--- config.mk ---
export PLATFORM = sky130hd
export DESIGN_NAME = sync_fifo
export DESIGN_NICKNAME = d
export VERILOG_FILES = /design/src/rtl/fifo_pkg.sv /design/src/rtl/fifo_mem.sv /design/src/rtl/sync_fifo.sv
export SDC_FILE = /design/constraint.sdc
export NUM_CORES = 1
export LEC_CHECK = 0
export CAP_MARGIN = 10
export CORE_AREA = 4 4 83 69
export CTS_CLUSTER_DIAMETER = 30
export DETAILED_ROUTE_END_ITERATION = 6
export DIE_AREA = 0 0 87 73
export GPL_TIMING_DRIVEN = 0
export PLACE_DENSITY_LB_ADDON = 0.1
export SLEW_MARGIN = 20
export SYNTH_ARGS = -nofsm -noshare
export SYNTH_HDL_FRONTEND = slang
export SYNTH_SLANG_ARGS = --single-unit
--- constraint.sdc ---
create_clock -name clk -period 2.5 [get_ports clk]
set_input_delay 0.25 -clock clk [delete_from_list [all_inputs] [get_ports clk]]
set_output_delay 0.25 -clock clk [all_outputs]
set_load 0.01 [all_outputs]
--- src/rtl/fifo_pkg.sv ---
// Shared constants for the byte FIFO: default geometry and derived widths.
package fifo_pkg;

  localparam int DEF_WIDTH = 8;
  localparam int DEF_DEPTH = 4;

  // Derived widths for the default geometry.
  localparam int PTR_W = $clog2(DEF_DEPTH);
  localparam int CNT_W = PTR_W + 1;

  // Pointer width for an arbitrary power-of-two depth (minimum 1 bit).
  function automatic int ptr_width(input int depth);
    return (depth < 2) ? 1 : $clog2(depth);
  endfunction

endpackage

--- src/rtl/fifo_mem.sv ---
// DEPTH x WIDTH register array with one write port and a registered read port.
// Storage is not reset. The read data register is reset to zero so that the
// FIFO output shows zero until the first accepted read.
module fifo_mem
  import fifo_pkg::*;
#(
  parameter int WIDTH = DEF_WIDTH,
  parameter int DEPTH = DEF_DEPTH,
  parameter int AW    = ptr_width(DEPTH)
) (
  input  logic             clk,
  input  logic             reset,
  input  logic             we,
  input  logic [AW-1:0]    waddr,
  input  logic [WIDTH-1:0] wdata,
  input  logic             re,
  input  logic [AW-1:0]    raddr,
  output logic [WIDTH-1:0] rdata
);

  logic [WIDTH-1:0] mem [DEPTH];
  logic [WIDTH-1:0] rdata_reg;

  // Write port: store the incoming word on an accepted write.
  always_ff @(posedge clk) begin
    if (we) begin
      mem[waddr] <= wdata;
    end
  end

  // Read port: capture the addressed word on an accepted read, otherwise hold.
  always_ff @(posedge clk or posedge reset) begin
    if (reset) begin
      rdata_reg <= '0;
    end else if (re) begin
      rdata_reg <= mem[raddr];
    end
  end

  assign rdata = rdata_reg;

endmodule

--- src/rtl/sync_fifo.sv ---
// Single-clock FIFO with registered read data, full/empty status and
// one-cycle overflow/underflow pulses. Rejected accesses leave state intact.
module sync_fifo
  import fifo_pkg::*;
#(
  parameter int WIDTH = DEF_WIDTH,
  parameter int DEPTH = DEF_DEPTH
) (
  input  logic             clk,
  input  logic             reset,
  input  logic             wr_en,
  input  logic             rd_en,
  input  logic [WIDTH-1:0] in,
  output logic [WIDTH-1:0] out,
  output logic             full,
  output logic             empty,
  output logic             overflow,
  output logic             underflow
);

  localparam int AW = ptr_width(DEPTH);
  localparam int CW = AW + 1;

  logic [AW-1:0] wr_ptr_reg;
  logic [AW-1:0] rd_ptr_reg;
  logic [CW-1:0] count_reg;
  logic          overflow_reg;
  logic          underflow_reg;

  logic wr_acc;
  logic rd_acc;

  // Status comes straight from the registered count, so it is valid right
  // after the edge that changed it and has no path from the inputs.
  assign full  = (count_reg == CW'(DEPTH));
  assign empty = (count_reg == '0);

  // A read frees a slot in the same edge, so a write while full is still
  // accepted when paired with a read.
  assign wr_acc = wr_en && (!full || rd_en);
  assign rd_acc = rd_en && !empty;

  // Pointer advance on accepted accesses; pointers wrap modulo DEPTH.
  always_ff @(posedge clk or posedge reset) begin
    if (reset) begin
      wr_ptr_reg <= '0;
      rd_ptr_reg <= '0;
    end else begin
      if (wr_acc) begin
        wr_ptr_reg <= wr_ptr_reg + AW'(1);
      end
      if (rd_acc) begin
        rd_ptr_reg <= rd_ptr_reg + AW'(1);
      end
    end
  end

  // Occupancy tracking: simultaneous accepted read and write cancel out.
  always_ff @(posedge clk or posedge reset) begin
    if (reset) begin
      count_reg <= '0;
    end else begin
      case ({wr_acc, rd_acc})
        2'b10:   count_reg <= count_reg + CW'(1);
        2'b01:   count_reg <= count_reg - CW'(1);
        default: count_reg <= count_reg;
      endcase
    end
  end

  // Error pulses: flag the access rejected at the previous edge, self-clearing.
  always_ff @(posedge clk or posedge reset) begin
    if (reset) begin
      overflow_reg  <= 1'b0;
      underflow_reg <= 1'b0;
    end else begin
      overflow_reg  <= wr_en && full && !rd_en;
      underflow_reg <= rd_en && empty;
    end
  end

  assign overflow  = overflow_reg;
  assign underflow = underflow_reg;

  fifo_mem #(
    .WIDTH (WIDTH),
    .DEPTH (DEPTH),
    .AW    (AW)
  ) u_mem (
    .clk   (clk),
    .reset (reset),
    .we    (wr_acc),
    .waddr (wr_ptr_reg),
    .wdata (in),
    .re    (rd_acc),
    .raddr (rd_ptr_reg),
    .rdata (out)
  );

endmodule

==> impl_metrics.json, run 1 <==
{
  "outcome": "complete, no violations",
  "nNetsFinal": 166,
  "grt_pass1_wl_um": 5130,
  "period_minus_slack_ns": 2.14,
  "rsz0062_at_grt": "no",
  "power_uw": 2550,
  "syn-num-nets": 136,
  "grt_pass1_vias": 1048,
  "clock_latency_ns": 0.30,
  "portBuffers": 23,
  "grt_usage_pct": 11.3,
  "ir_drop_uv": 395,
  "cp_max_fo": 7,
  "synth.distinct_cells": 22,
  "antenna_left": 0,
  "postRouteWirelength_um": 3130,
  "finalWeightedCongestion": 0.645,
  "hp-class": "input port to async pin",
  "hpwlAfterDp_um": 2180,
  "die_area_mm2": 0.00635,
  "fin_skew_ns": 0.00736,
  "wl_met1_um": 1430,
  "start_util_pct": 39.8,
  "fp.dieH_um": 73,
  "tightest_slew_ns": 0.655,
  "wl_met2_um": 1460,
  "arrival_ns": 2.36,
  "hold_buffers": 0,
  "hold_viol_final": 0,
  "vias": 1001,
  "largest_register_ffs": 32,
  "start_kind": "flop",
  "remaining_drc_errors": 0,
  "slew-limit-headroom_pct": 56.3,
  "dp_worst_setup_slack_ns": 0.0942,
  "drt_iter0_markers": 32,
  "final_cells": 211,
  "cts-resized-gates": 0,
  "slew_viol_final": 0,
  "drive_gt1_share_pct": 14.1,
  "antenna_cells": 0,
  "cts_buffers": 5,
  "die_w_um": 87,
  "route.met3.wl_um": 171,
  "coreArea_mm2": 0.00492,
  "cp-end-kind": "flop",
  "dp.cells": 203,
  "critPathKind": "flop to flop",
  "grt_max_degree": 18,
  "viasPerCell": 4.74,
  "syn_area_mm2": 0.00196,
  "fin_tns_setup_ns": 0,
  "clock-sinks": 49,
  "post-route-period-util_pct": 85.6,
  "maxUsedRoutingLayer": "met4",
  "ys_warn_count": 0,
  "cts_tree": "done",
  "synth_cells": 118,
  "grt-ovfl-total": 0,
  "syn_to_final_growth_pct": 20.3,
  "nFillCells": 439,
  "maxCapViolations": 0,
  "rows": 23,
  "post-cts-setup-buffers": 0,
  "ctsHtreeMaxLevel": 2,
  "antenna_found_initial": 0,
  "first_pass_iters": 4,
  "crit_required_ns": 2.72,
  "routedWlPerCell_um": 14.9,
  "cts_root_buf": "clkbuf_8",
  "hold_ws_ns": 0.347,
  "seqCellArea_mm2": 0.00139,
  "clk_pin_slew_ns": 0.08,
  "setup_viol_count_final": 0,
  "ys_seq_elements": 49,
  "multiInputGateArea_um2": 531,
  "fmax_mhz": 467,
  "cts_buffer_depth": 2,
  "leakagePower_uw": 0.000906,
  "p_per_area_mw_per_mm2": 1080,
  "worst_slack_ns": 0.361,
  "yosysSeqAreaShare_pct": 70.8,
  "pin_count": 24,
  "syn_area_per_cell_um2": 16.6
}
==> area by class of cell <==
class	instances	area share [%]
Buffer	2	0.372
Tap cell	62	3.29
Clock buffer	6	3.08
Inverter	8	1.38
Sequential cell	49	58.9
Multi-Input combinational cell	59	22.5
Clock inverter	2	0.691
Timing Repair Buffer	23	9.78
==> final timing paths <==
kind,from,endpoint,slack [ns],cells after the start
setup reg to reg,count_reg[0]$_DFFE_PP0P_,count_reg[2]$_DFFE_PP0P_,0.36,9
hold reg to reg,u_mem.rdata[0]$_DFFE_PP0P_,u_mem.rdata[0]$_DFFE_PP0P_,0.49,2
setup / recovery,count_reg[0]$_DFFE_PP0P_,count_reg[2]$_DFFE_PP0P_,0.36,9
max in group asynchronous,reset,count_reg[2]$_DFFE_PP0P_,1.74,2
min in group clk,u_mem.rdata[0]$_DFFE_PP0P_,u_mem.rdata[0]$_DFFE_PP0P_,0.49,2
hold / removal,reset,u_mem.rdata[4]$_DFFE_PP0P_,0.35,2
==> critical path: stages (launching register included) <==
cell,delay [ns]
dfrtp_1,0.46
nor4b_2,0.39
nor2b_2,0.14
inv_1,0.08
ha_1,0.17
inv_1,0.06
fa_1,0.37
xor2_1,0.15
nor2_1,0.11
xor2_1,0.15
==> routing by layer <==
metal | track usage (%) | vias to the layer above
li1 | - | 475
met5 | 0 | -
met1 | 14.9 | 498
met2 | 17.0 | 21
met3 | 3.39 | 7
met4 | 5.71 | 0
==> cells by family after synthesis <==
logic type,Yosys count,synth area share [%]
flip-flops,49,70.8
AND/OR/NAND/NOR,36,8.82
AO/OA/AOI/OAI,1,1.09
multiplexers,10,10.3
XOR/XNOR,6,2.68
adder cells (fa/ha/maj),6,4.22
buffers and inverters,10,2.11
==> cells in the final DEF, fill, tap and decap left out, types with 4 or more instances in the layout <==
master,instances
and2_1,6
clkbuf_8,5
clkdlybuf4s50_1,23
dfrtp_1,17
edfxtp_1,32
ha_1,5
inv_1,7
mux4_2,8
nand2_1,24
xnor2_1,4
==> metrics by stage <==
step,util (%),instance area (um2)
4_1_cts,47.9,2350
2_1_floorplan,-,1960
6_report,47.9,2350
3_3_place_gp,46.0,2270
5_1_grt,47.9,2350
3_5_place_dp,46.0,2270
==> synth_stat cells, drive strengths merged <==
master	count	area, um2
inv	8	32.5
nand2	25	96.4
clkbuf	1	3.75
nor2b	1	8.76
nor4b	1	15.0
buf	1	5.00
mux2i	1	10.0
mux4	8	180
and2	6	37.5
xnor2	4	35.0
o31ai	1	21.3
nor2	1	3.75
xor2	2	17.5
ha	5	62.6
and3	1	6.26
edfxtp	32	961
mux2	1	11.3
dfrtp	17	425
nor3	1	5.00
fa	1	20.0
==> power by group <==
part / leakage, uW / total [uW] / switching (uW) / internal (uW)
combinational: 0.000364 / 875 / 429 / 446
clock: 0.0000414 / 454 / 255 / 199
sequential: 0.000501 / 1220 / 115 / 1110
Note: power is estimated with default switching activity, not from simulation.
==> run 2: changes to the inputs <==
--- a/config.mk
+++ b/config.mk
@@ -11,6 +11,7 @@
 export DETAILED_ROUTE_END_ITERATION = 6
 export DIE_AREA = 0 0 87 73
 export GPL_TIMING_DRIVEN = 0
+export HOLD_SLACK_MARGIN = 0.12
 export PLACE_DENSITY_LB_ADDON = 0.1
 export SLEW_MARGIN = 20
 export SYNTH_ARGS = -nofsm -noshare
==> results of run 2 <==
Same layout as run 1: the final DEF is identical, and so are final timing and power.
==> run 3: changes to the inputs <==
==> constraint.sdc (replaced) <==
create_clock -name clk -period 2.5 [get_ports clk]
set_input_delay 0.25 -clock clk [delete_from_list [all_inputs] [get_ports clk]]
set_output_delay 0.25 -clock clk [all_outputs]
set_load 0.005 [all_outputs]
==> results of run 3 <==
Same layout as run 1 (identical final DEF). Status: complete, no violations.
Among the figures that moved: total power 2550 uW -> 2520 uW
